[src/rtl/dvi_lvds_pkg.sv]
// Shared constants and helpers for the DVI-to-LVDS pixel converter:
// reduction modes, the 2x2 Bayer table and the dither threshold.
package dvi_lvds_pkg;

    localparam int DITHER_TRUNC   = 0;
    localparam int DITHER_ROUND   = 1;
    localparam int DITHER_ORDERED = 2;

    // Widest threshold is 3 << 2 = 12, so four bits are enough.
    localparam int THR_W = 4;

    function automatic int reduce_bits(input int in_w, input int out_w);
        return in_w - out_w;
    endfunction

    function automatic bit reduce_bits_legal(input int d);
        return (d >= 0) && (d <= 4);
    endfunction

    function automatic logic [1:0] bayer(input logic [1:0] idx);
        logic [1:0] b;
        case (idx)
            2'd0:    b = 2'd0;
            2'd1:    b = 2'd2;
            2'd2:    b = 2'd3;
            2'd3:    b = 2'd1;
            default: b = 2'd0;
        endcase
        return b;
    endfunction

    // Value added before the right shift by d; ordered dither needs d >= 2.
    function automatic logic [THR_W-1:0] dither_thr(input int mode, input int d,
                                                    input logic [1:0] idx);
        logic [THR_W-1:0] thr;
        if (d <= 0) begin
            thr = 4'd0;
        end else if (mode == DITHER_TRUNC) begin
            thr = 4'd0;
        end else if ((mode == DITHER_ORDERED) && (d >= 2)) begin
            thr = {2'b00, bayer(idx)} << (d - 2);
        end else begin
            thr = 4'd1 << (d - 1);
        end
        return thr;
    endfunction

endpackage

[src/rtl/dvi_lvds_pixconv_lane.sv]
// One colour channel: optional inversion (stage 1), threshold add,
// shift and saturation, then the blanked stage-2 output register.
module pixconv_lane
    import dvi_lvds_pkg::*;
#(
    parameter int IN_W   = 8,
    parameter int OUT_W  = 6,
    parameter int INVERT = 0
) (
    input  logic             clk,
    input  logic             reset,
    input  logic [IN_W-1:0]  i_pix,
    input  logic [THR_W-1:0] i_thr,
    input  logic             i_de,
    output logic [OUT_W-1:0] o_pix
);

    localparam int D = reduce_bits(IN_W, OUT_W);
    localparam logic [IN_W:0] MAX_OUT = (IN_W + 1)'((1 << OUT_W) - 1);

    logic [IN_W-1:0]  r_v;
    logic [IN_W:0]    w_thr;
    logic [IN_W:0]    w_sum;
    logic [IN_W:0]    w_shift;
    logic [OUT_W-1:0] w_red;

    // The extra top bit of the sum catches the carry that must saturate.
    assign w_thr   = (IN_W + 1)'(i_thr);
    assign w_sum   = {1'b0, r_v} + w_thr;
    assign w_shift = w_sum >> D;

    // Clamp the reduced value to the largest OUT_W code.
    always_comb begin
        w_red = '0;
        if (w_shift > MAX_OUT) begin
            w_red = MAX_OUT[OUT_W-1:0];
        end else begin
            w_red = w_shift[OUT_W-1:0];
        end
    end

    // Stage 1 holds the inverted pixel, stage 2 the reduced and blanked one.
    always_ff @(posedge clk or posedge reset) begin
        if (reset) begin
            r_v   <= '0;
            o_pix <= '0;
        end else begin
            r_v   <= (INVERT != 0) ? ~i_pix : i_pix;
            o_pix <= i_de ? w_red : '0;
        end
    end

endmodule

[src/rtl/dvi_lvds_pixconv.sv]
// DVI decoder to LVDS encoder pixel converter: colour reduction with a
// 2-clock matched sync/DE path and per-frame active-resolution measurement.
module dvi_lvds_pixconv
    import dvi_lvds_pkg::*;
#(
    parameter int IN_W        = 8,
    parameter int OUT_W       = 6,
    parameter int INVERT      = 0,
    parameter int DITHER_MODE = 0,
    parameter int CNT_W       = 12
) (
    input  logic             clk,
    input  logic             reset,
    input  logic             hsync_in,
    input  logic             vsync_in,
    input  logic             de_in,
    input  logic [IN_W-1:0]  red_in,
    input  logic [IN_W-1:0]  green_in,
    input  logic [IN_W-1:0]  blue_in,
    output logic             hsync,
    output logic             vsync,
    output logic             de,
    output logic [OUT_W-1:0] red,
    output logic [OUT_W-1:0] green,
    output logic [OUT_W-1:0] blue,
    output logic [CNT_W-1:0] h_active,
    output logic [CNT_W-1:0] v_active,
    output logic             meas_valid
);

    localparam int D = reduce_bits(IN_W, OUT_W);
    localparam logic [CNT_W-1:0] CNT_MAX = {CNT_W{1'b1}};

    generate
        if (!reduce_bits_legal(D)) begin : g_bad_width
            $error("dvi_lvds_pixconv: IN_W - OUT_W must be in 0..4");
        end
    endgenerate

    logic             r_de_d;
    logic             r_vs_d;
    logic [CNT_W-1:0] r_x_cnt;
    logic [CNT_W-1:0] r_y_cnt;
    logic [1:0]       r_frame;
    logic [CNT_W-1:0] r_line_len;
    logic             r_vs_seen;
    logic             r_hs1;
    logic             r_vs1;
    logic             r_de1;
    logic [THR_W-1:0] r_thr1;

    logic             w_de_fall;
    logic             w_vs_rise;
    logic [1:0]       w_idx;
    logic [THR_W-1:0] w_thr;
    logic [CNT_W-1:0] w_y_next;

    assign w_de_fall = r_de_d & ~de_in;
    assign w_vs_rise = vsync_in & ~r_vs_d;
    assign w_idx     = {r_y_cnt[0] ^ r_frame[1], r_x_cnt[0] ^ r_frame[0]};
    assign w_thr     = dither_thr(DITHER_MODE, D, w_idx);
    assign w_y_next  = (r_y_cnt != CNT_MAX) ? r_y_cnt + 1'b1 : r_y_cnt;

    // Edge-detect copies, saturating position counters and frame phase.
    always_ff @(posedge clk or posedge reset) begin
        if (reset) begin
            r_de_d     <= 1'b0;
            r_vs_d     <= 1'b0;
            r_x_cnt    <= '0;
            r_y_cnt    <= '0;
            r_frame    <= 2'd0;
            r_line_len <= '0;
        end else begin
            r_de_d <= de_in;
            r_vs_d <= vsync_in;
            if (de_in) begin
                if (r_x_cnt != CNT_MAX) begin
                    r_x_cnt <= r_x_cnt + 1'b1;
                end
            end else if (w_de_fall) begin
                r_x_cnt <= '0;
            end
            // x_cnt at the falling edge already equals last pixel index + 1.
            if (w_de_fall) begin
                r_line_len <= r_x_cnt;
            end
            if (w_vs_rise) begin
                r_y_cnt <= '0;
                r_frame <= r_frame + 2'd1;
            end else if (w_de_fall) begin
                r_y_cnt <= w_y_next;
            end
        end
    end

    // Frame measurement; the first frame after reset is partial, so the
    // result is flagged valid only from the second vsync rise onwards.
    always_ff @(posedge clk or posedge reset) begin
        if (reset) begin
            h_active   <= '0;
            v_active   <= '0;
            r_vs_seen  <= 1'b0;
            meas_valid <= 1'b0;
        end else if (w_vs_rise) begin
            h_active   <= r_line_len;
            v_active   <= w_de_fall ? w_y_next : r_y_cnt;
            r_vs_seen  <= 1'b1;
            meas_valid <= meas_valid | r_vs_seen;
        end
    end

    // Sync, DE and threshold delay line matching the colour lanes.
    always_ff @(posedge clk or posedge reset) begin
        if (reset) begin
            r_hs1  <= 1'b0;
            r_vs1  <= 1'b0;
            r_de1  <= 1'b0;
            r_thr1 <= '0;
            hsync  <= 1'b0;
            vsync  <= 1'b0;
            de     <= 1'b0;
        end else begin
            r_hs1  <= hsync_in;
            r_vs1  <= vsync_in;
            r_de1  <= de_in;
            r_thr1 <= w_thr;
            hsync  <= r_hs1;
            vsync  <= r_vs1;
            de     <= r_de1;
        end
    end

    pixconv_lane #(.IN_W(IN_W), .OUT_W(OUT_W), .INVERT(INVERT)) u_red (
        .clk(clk), .reset(reset), .i_pix(red_in), .i_thr(r_thr1), .i_de(r_de1), .o_pix(red)
    );

    pixconv_lane #(.IN_W(IN_W), .OUT_W(OUT_W), .INVERT(INVERT)) u_green (
        .clk(clk), .reset(reset), .i_pix(green_in), .i_thr(r_thr1), .i_de(r_de1), .o_pix(green)
    );

    pixconv_lane #(.IN_W(IN_W), .OUT_W(OUT_W), .INVERT(INVERT)) u_blue (
        .clk(clk), .reset(reset), .i_pix(blue_in), .i_thr(r_thr1), .i_de(r_de1), .o_pix(blue)
    );

endmodule

[config.mk]
export PLATFORM = sky130hd
export DESIGN_NAME = dvi_lvds_pixconv
export DESIGN_NICKNAME = d
export VERILOG_FILES = /design/src/rtl/dvi_lvds_pkg.sv /design/src/rtl/dvi_lvds_pixconv_lane.sv /design/src/rtl/dvi_lvds_pixconv.sv
export SDC_FILE = /design/constraint.sdc
export NUM_CORES = 1
export LEC_CHECK = 0
export BUFFER_PORTS_ARGS = -buffer_cell sky130_fd_sc_hd__buf_2
export CORE_MARGIN = 4
export CORE_UTILIZATION = 35
export DETAILED_ROUTE_END_ITERATION = 10
export MAX_ROUTING_LAYER = met4
export PLACE_DENSITY = 0.61
export SLEW_MARGIN = 30
export SYNTH_ARGS = -nofsm -noshare
export SYNTH_HDL_FRONTEND = slang
export SYNTH_HIERARCHICAL = 1
export SYNTH_SLANG_ARGS = --single-unit
[constraint.sdc]
create_clock -name clk -period 3.07 [get_ports clk]
set_input_delay 0.307 -clock clk [delete_from_list [all_inputs] [get_ports clk]]
set_output_delay 0.307 -clock clk [all_outputs]
set_load 0.01 [all_outputs]
[After elaboration in Yosys (flattened, before gate mapping)]
Cells that the tools add are included.
W data, S select, Z words.
Storage, ports and cells
  bits in registers: 110
  input bits: 29
  logic and storage cells: 46
Cells by class
  add/sub/neg operators: 2
  order comparisons: 3
  equality and inequality tests: 3
  mux-type cells: 12
  bitwise gates (word level): 5
  reductions and logical operators: 2
Operator list (number)
  $mux W12: 6
  $mux W6: 6
  $add A12 B1 Y12 const B: 2
  $ne A12 B12 Y1 const B: 2
  $gt A6 B6 Y1 const B: 3
  $and A1 B1 Y1: 2
  $ne A2 B1 Y1 const B: 1
  $not A1 Y1: 2
  $reduce_and A2 Y1: 1
  $reduce_bool A2 Y1: 1
  $or A1 B1 Y1: 1

[Depth between registers and ports, before layout]
Gate-level depths: netlist of the first run.
  depth in word-level cells: 4
  gate-level depth with buffers: 7
  gate-level depth less buffers: 5

[Cells and area by module]
Netlist of the first run, hierarchy kept.
By module, submodules not included
  dvi_lvds_pixconv: times used 1, cells each 305, area an instance 2979.1 um^2, sequential area each 1701.6 um^2
  pixconv_lane: times used 3, cells each 43, area an instance 588.1 um^2, sequential area each 350.3 um^2

[Least setup slack after synthesis of the first run]
OpenSTA, ideal clock, no wires.
  kind: register to register
  from: register r_de1 (netlist name)
  to: register v_active[5]
  data arrival time: 1659 ps
  path slack: 1329 ps
  stages on the path, launching flop included: 6
  path buffers: 1
  path through: dfrtp_1 nand2b_4 buf_6 or3_1 or3_1 a31oi_1
RTL lines
  end signal: assignment: line dvi_lvds_pixconv.sv:106  | v_active <= w_de_fall ? w_y_next : r_y_cnt;
  end: declaration: line dvi_lvds_pixconv.sv:27  | output logic [CNT_W-1:0] v_active,

==> reports/metrics.yaml, run 1 <==
status: "complete, no violations"
tightest_slew_ns: 0.876
drv_cap: 0
synth-seq-cells: 110
synth_compound_area_share_pct: 12.4
ant_nets: 0
area_delta_synth_final_pct: 18.9
multi_input_area_sq_um: 1950
fmax_mhz: 468
peakVddDrop_v: 0.000213
grt_usage_pct: 13.2
utilization_pct: 42.6
drv_slew: 0
antenna_found_initial: 0
yosysTopAreaCellShare_pct: 58.0
rsz0062_at_grt: "false"
grt_max_degree: 38
worstPathMaxFanout: 27
clkTransAtPathRegs_ns: 0.07
netlist_area_sq_um: 4740
portBuffers: 74
ys_seq_area_share_pct: 58.0
cp_cell_sequence: "nand2b_4 -> or3_1 -> or3_1 -> a21oi_1"
dr_total_vias: 3467
instances_no_fill: 703
drtIter0Drc: 194
diodes: 0
dpl.hpwl_um: 6950
powerDensity_nw_per_um2: 553
p_leak_nw: 2.79
critPathCaptureType: "flip-flop"
start_util_pct: 35.8
synth_cell_type_count: 57
cts_resized: 0
ys_warn_count: 6
setup_violations: 0
worstSetupStartpointType: "flip-flop"
finalPower_mw: 3.12
synthTopCellsByArea: "dfrtp_1 (58%), nand2_1 (7.4%), ha_1 (2.9%), nand3_1 (2.0%), o21ai_0 (1.7%)"
max_stage_delay_ns: 0.81
yosys.area_share.simple_pct: 22.2
grt.overflow.total: 0
slowest_stage: "dfrtp_1"
synth_edf_count: 0
grt_pass1_wl_um: 16300
clock_sinks: 110
grt_pass1_vias: 3425
hold_viol_final: 0
syn-mean-instance-area_sq_um: 10.9
synth_xor_area_share_pct: 1.48
hold_class: "primary input to async pin"
clockBufferDepth: 2
fin_setup_tns_ns: 0
finalCriticalPeriod_ns: 2.14
post_cts_buffers: 0
h-tree-depth: 3
drive_gt1_share_pct: 22.0
die_area_sq_um: 15500
clockRootBuffer: "clkbuf_16"
holdBufCountCts: 0
fin_crit_sh_pct: 69.6
required_ns: 3.34
seq_area_sq_um: 2750
crit_top_cell: "or3_1"
place.gp.congestion: 0.776
synth_flop_cell: "dfrtp_1"
fp.dieW_um: 124
fillers: 1319
synth_top_family_by_area: "simple AND/OR/NAND/NOR gates"
nNetsFinal: 563
synthMuxAreaShare_pct: 0.870
wl_per_cell_um: 13.5
skew_ns: 0.00598
drcViolationCount: 0
async_flop_share_pct: 100
crit_buf_inv: 0
setup.worst_path.class: "flip-flop to flip-flop"
syn_inst: 434
row_count: 42
yosysTopAreaCell: "dfrtp_1"
clock_latency_ns: 0.35
relSlewSlack_pct: 41.3
dieHeight_um: 124
cp.arrival_ns: 2.41
place_inst: 688
synthAdderAreaFrac_pct: 2.90
cpLargestDelayFamily: "simple AND/OR/NAND/NOR gates"
viasPerCell: 4.93
cts_tree: "built"
numCtsBuffers: 9
routed_wl_um: 9490
core_area_sq_um: 13200
drtPass1Iterations: 4
ios: 75
hold_ws_ns: 0.0166
synth_stat cells, drive strengths merged, types with 2 or more instances:
cell    instances
ha             11
buf             4
a21o            3
nand2b          4
nand4           8
o31ai           2
o41ai           2
and3            5
nor4            6
a31oi           9
xor2            4
and4            2
a21oi          14
o21a            7
nand2          94
a211oi          3
and3b           3
nor2b           5
and4bb          3
o21ai          19
mux2i           3
a41oi           3
nor3           13
and2            2
dfrtp         110
a31o            3
inv             7
nor2           15
a211o           4
xnor2           4
nor3b           6
o211a           5
clkbuf         10
nand3          20
or3             8
routing by layer:
| metal | up-vias | GRT usage, % | wire length (um) |
|---|---|---|---|
| li1 | 1704 | - | - |
| met4 | 0 | 6.64 | 244 |
| met1 | 1694 | 15.4 | 4110 |
| met5 | - | - | 0 |
| met2 | 53 | 22.0 | 4840 |
| met3 | 16 | 2.44 | 298 |
worst register-to-register path: cells and delay by family, from the launching register on:
family	cells	cell delay, ns
AO/OA/AOI/OAI	1	0.17
AND/OR/NAND/NOR	3	1.09
flip-flops	1	0.81
power by group:
part           leakage (nW)  internal [mW]  switching (mW)
sequential             1.41           1.55          0.0747
combinational          1.23          0.146           0.202
clock                 0.141          0.648           0.502
logic make-up after synthesis:
family	Yosys count
AO/OA/AOI/OAI	80
multiplexers	4
other	1
flip-flops	110
adder cells (fa/ha/maj)	11
buffers and inverters	21
AND/OR/NAND/NOR	199
XOR/XNOR	8
area by class of cell:
class | count | area share [%]
Clock buffer | 11 | 4.30
Clock inverter | 4 | 0.843
Inverter | 7 | 0.466
Multi-Input combinational cell | 317 | 34.6
Sequential cell | 110 | 48.8
Tap cell | 176 | 3.90
Timing Repair Buffer | 78 | 7.10
registers in the layout (all words and copies together) (netlist names), 6 cells and up:
signal / count
v_active: 12
u_blue/r_v: 8
u_blue/o_pix: 6
h_active: 12
r_line_len: 12
r_x_cnt: 12
u_green/o_pix: 6
r_y_cnt: 12
u_red/r_v: 8
u_red/o_pix: 6
u_green/r_v: 8
worst paths after layout:
path / startpoint / to / slack [ns] / cells after the start
max in group asynchronous: reset / h_active[10] / 2.17 / 3
min in group clk: green_in[0] / u_green/r_v[0] / 0.06 / 1
max: r_de1 / r_y_cnt[5] / 0.93 / 4
min: reset / u_blue/o_pix[0] / 0.02 / 2
min reg2reg: r_hs1 / hsync / 0.35 / 0
max reg2reg: r_de1 / r_y_cnt[5] / 0.93 / 4
placed cells by master (no fill, tap or decap), types with 2 or more instances in the layout:
cell         n
dfrtp_1    110
nand2_1     94
buf_2       74
nand3_1     19
o21ai_0     16
conb_1      15
nor2_1      14
a21oi_1     14
ha_1        11
nor3_1      10
a31oi_1      9
clkbuf_16    9
nand4_1      8
or3_1        8
o21a_1       7
inv_1        6
nor3b_2      6
and3_1       5
nor4_1       5
o211a_1      5
nor2b_1      4
xor2_1       4
a211o_1      4
xnor2_1      4
buf_4        4
a21o_1       3
o21ai_1      3
mux2i_1      3
nor3_2       3
a211oi_4     3
and4bb_1     3
and3b_1      3
a31o_2       3
a41oi_1      3
o31ai_1      2
and4_1       2
nand2b_1     2
clkinv_2     2
through the flow:
stage	worst slack, ns	area [sq um]
floorplan	1.05	4800
global placement	0.944	5350
detailed placement	0.899	5350
CTS	0.877	5640
global route	0.724	5640
finish	0.934	5640
Power figures use the tool's default switching activity.
==> run 2: changes to the inputs <==
==> constraint.sdc (replaced) <==
create_clock -name clk -period 2.1 [get_ports clk]
set_input_delay 0.21 -clock clk [delete_from_list [all_inputs] [get_ports clk]]
set_output_delay 0.21 -clock clk [all_outputs]
set_load 0.01 [all_outputs]
==> reports/metrics.yaml, run 2 (same netlist as run 1, synthesis figures left out) <==
status: "complete, no violations"  # unchanged
drv_slew: 0  # unchanged
clock_latency_ns: 0.35  # about the same
antenna_found_initial: 0  # unchanged
rsz0062_at_grt: "false"  # unchanged
setup_violations: 0  # unchanged
diodes: 0  # unchanged
skew_ns: 0.00671  # was 0.00598 ns
seq_area_sq_um: 2750  # unchanged
post_cts_buffers: 0  # unchanged
clkTransAtPathRegs_ns: 0.07  # about the same
drtPass1Iterations: 4  # unchanged
viasPerCell: 4.89  # was 4.93
fillers: 1255  # was 1319
grt_usage_pct: 13.8  # was 13.2%
timing.critical_path.from: "r_x_cnt[0]"  # was r_de1
worstSetupStartpointType: "flip-flop"  # unchanged
rr_endpoint: "r_x_cnt[7]"  # was r_y_cnt[5]
layout_common_cells: "dfrtp_1 (110), nand2_1 (94), buf_2 (74)"  # unchanged
place.gp.congestion: 0.823  # was 0.776
wl_per_cell_um: 13.7  # was 13.5 um
ant_nets: 0  # unchanged
dr_total_vias: 3591  # was 3467
drive_gt1_share_pct: 21.5  # was 22.0%
fp.dieW_um: 124  # unchanged
crit_end: "r_x_cnt[7]"  # was r_y_cnt[5]
peakVddDrop_v: 0.000393  # was 0.000213 V
row_count: 42  # unchanged
nNetsFinal: 594  # was 563
p_leak_nw: 2.93  # was 2.79 nW
grt_max_degree: 69  # was 38
hold_viol_final: 0  # unchanged
grt_pass1_vias: 3616  # was 3425
cts_resized: 0  # unchanged
dieHeight_um: 124  # unchanged
fin_setup_tns_ns: 0  # unchanged
clockRootBuffer: "clkbuf_16"  # unchanged
portBuffers: 74  # unchanged
hold_depth: 1
cts_tree: "built"  # unchanged
multi_input_area_sq_um: 1950  # about the same
instances_no_fill: 734  # was 703
numCtsBuffers: 9  # unchanged
clockBufferDepth: 2  # unchanged
h-tree-depth: 3  # unchanged
worst-r2r-setup-slack_ns: 0.19  # was 0.93 ns
finalCriticalPeriod_ns: 1.91  # was 2.14 ns
clock_sinks: 110  # unchanged
powerDensity_nw_per_um2: 792  # was 553 nW/um^2
start_util_pct: 35.8  # unchanged
dpl.hpwl_um: 7110  # was 6950 um
core_area_sq_um: 13200  # unchanged
final_common_cell: "dfrtp_1"  # unchanged
grt.overflow.total: 0  # unchanged
die_area_sq_um: 15500  # unchanged
relSlewSlack_pct: 64.2  # was 41.3%
holdBufCountCts: 27  # was 0
reg2reg_depth: 5  # was 4
finalPower_mw: 4.73  # was 3.12 mW
critPathCaptureType: "flip-flop"  # unchanged
drtIter0Drc: 187  # was 194
grt_pass1_wl_um: 17200  # was 16300 um
cp.arrival_ns: 2.15  # was 2.41 ns
required_ns: 2.34  # was 3.34 ns
fin_crit_sh_pct: 90.9  # was 69.6%
drv_cap: 0  # unchanged
fmax_mhz: 524  # was 468 MHz
place_inst: 692  # was 688
drcViolationCount: 0  # unchanged
hold_class: "primary input to flip-flop"  # was primary input to async pin
routed_wl_um: 10100  # was 9490 um
rr_startpoint: "r_x_cnt[0]"  # was r_de1
worstPathMaxFanout: 8  # was 27
tightest_slew_ns: 0.536  # was 0.876 ns
ios: 75  # unchanged
setup.worst_path.class: "flip-flop to flip-flop"  # unchanged
hp-start: "de_in"
area_delta_synth_final_pct: 25.9  # was 18.9%
[run 2: worst min-delay path by stage]
stage                 endpoint  slack, ns
2_1_floorplan  u_blue/o_pix[0]        0.1
5_1_grt                  r_de1       0.09
6_report                 r_de1       0.09
3_3_place_gp      u_red/r_v[4]       0.31
3_5_place_dp      u_red/r_v[3]       0.32
4_1_cts                  r_de1       0.08
[run 2: report_power, final]
group / internal [mW] / total (mW) / switching, mW
clock: 1.04 / 1.80 / 0.765
combinational: 0.254 / 0.564 / 0.310
sequential: 2.26 / 2.36 / 0.106
[run 2: area by class of cell]
type,count,share of cell area (%)
inverters,7,0.440
flip-flops and latches,110,46.1
clock inverters,6,1.45
well taps,176,3.69
clock buffers,9,3.77
multi-input cells,317,32.6
repair buffers,109,11.9
[run 2: layer usage]
layer / wire, um / global-route usage, % / vias to the layer above
li1: - / - / 1763
met1: 4340 / 16.1 / 1756
met2: 5180 / 22.9 / 53
met3: 279 / 2.44 / 19
met4: 278 / 7.22 / 0
met5: 0 / - / -
[run 2: stage by stage]
stage	setup WS, ns	util, %	hold WS (ns)	instance area, sq um
after floorplan	0.178	-	0.0992	4800
after global placement	0.299	40.7	0.313	5390
after detailed placement	0.244	40.7	0.319	5390
after CTS	0.234	45.1	0.0788	5970
after global routing	0.113	45.1	0.0853	5970
final	0.191	45.1	0.0903	5970
[run 2: critical path: stages (launching register included)]
cell,delay (ns)
dfrtp_1,0.45
ha_1,0.27
nand2_1,0.12
o41a_1,0.51
and3_1,0.23
a211o_1,0.22
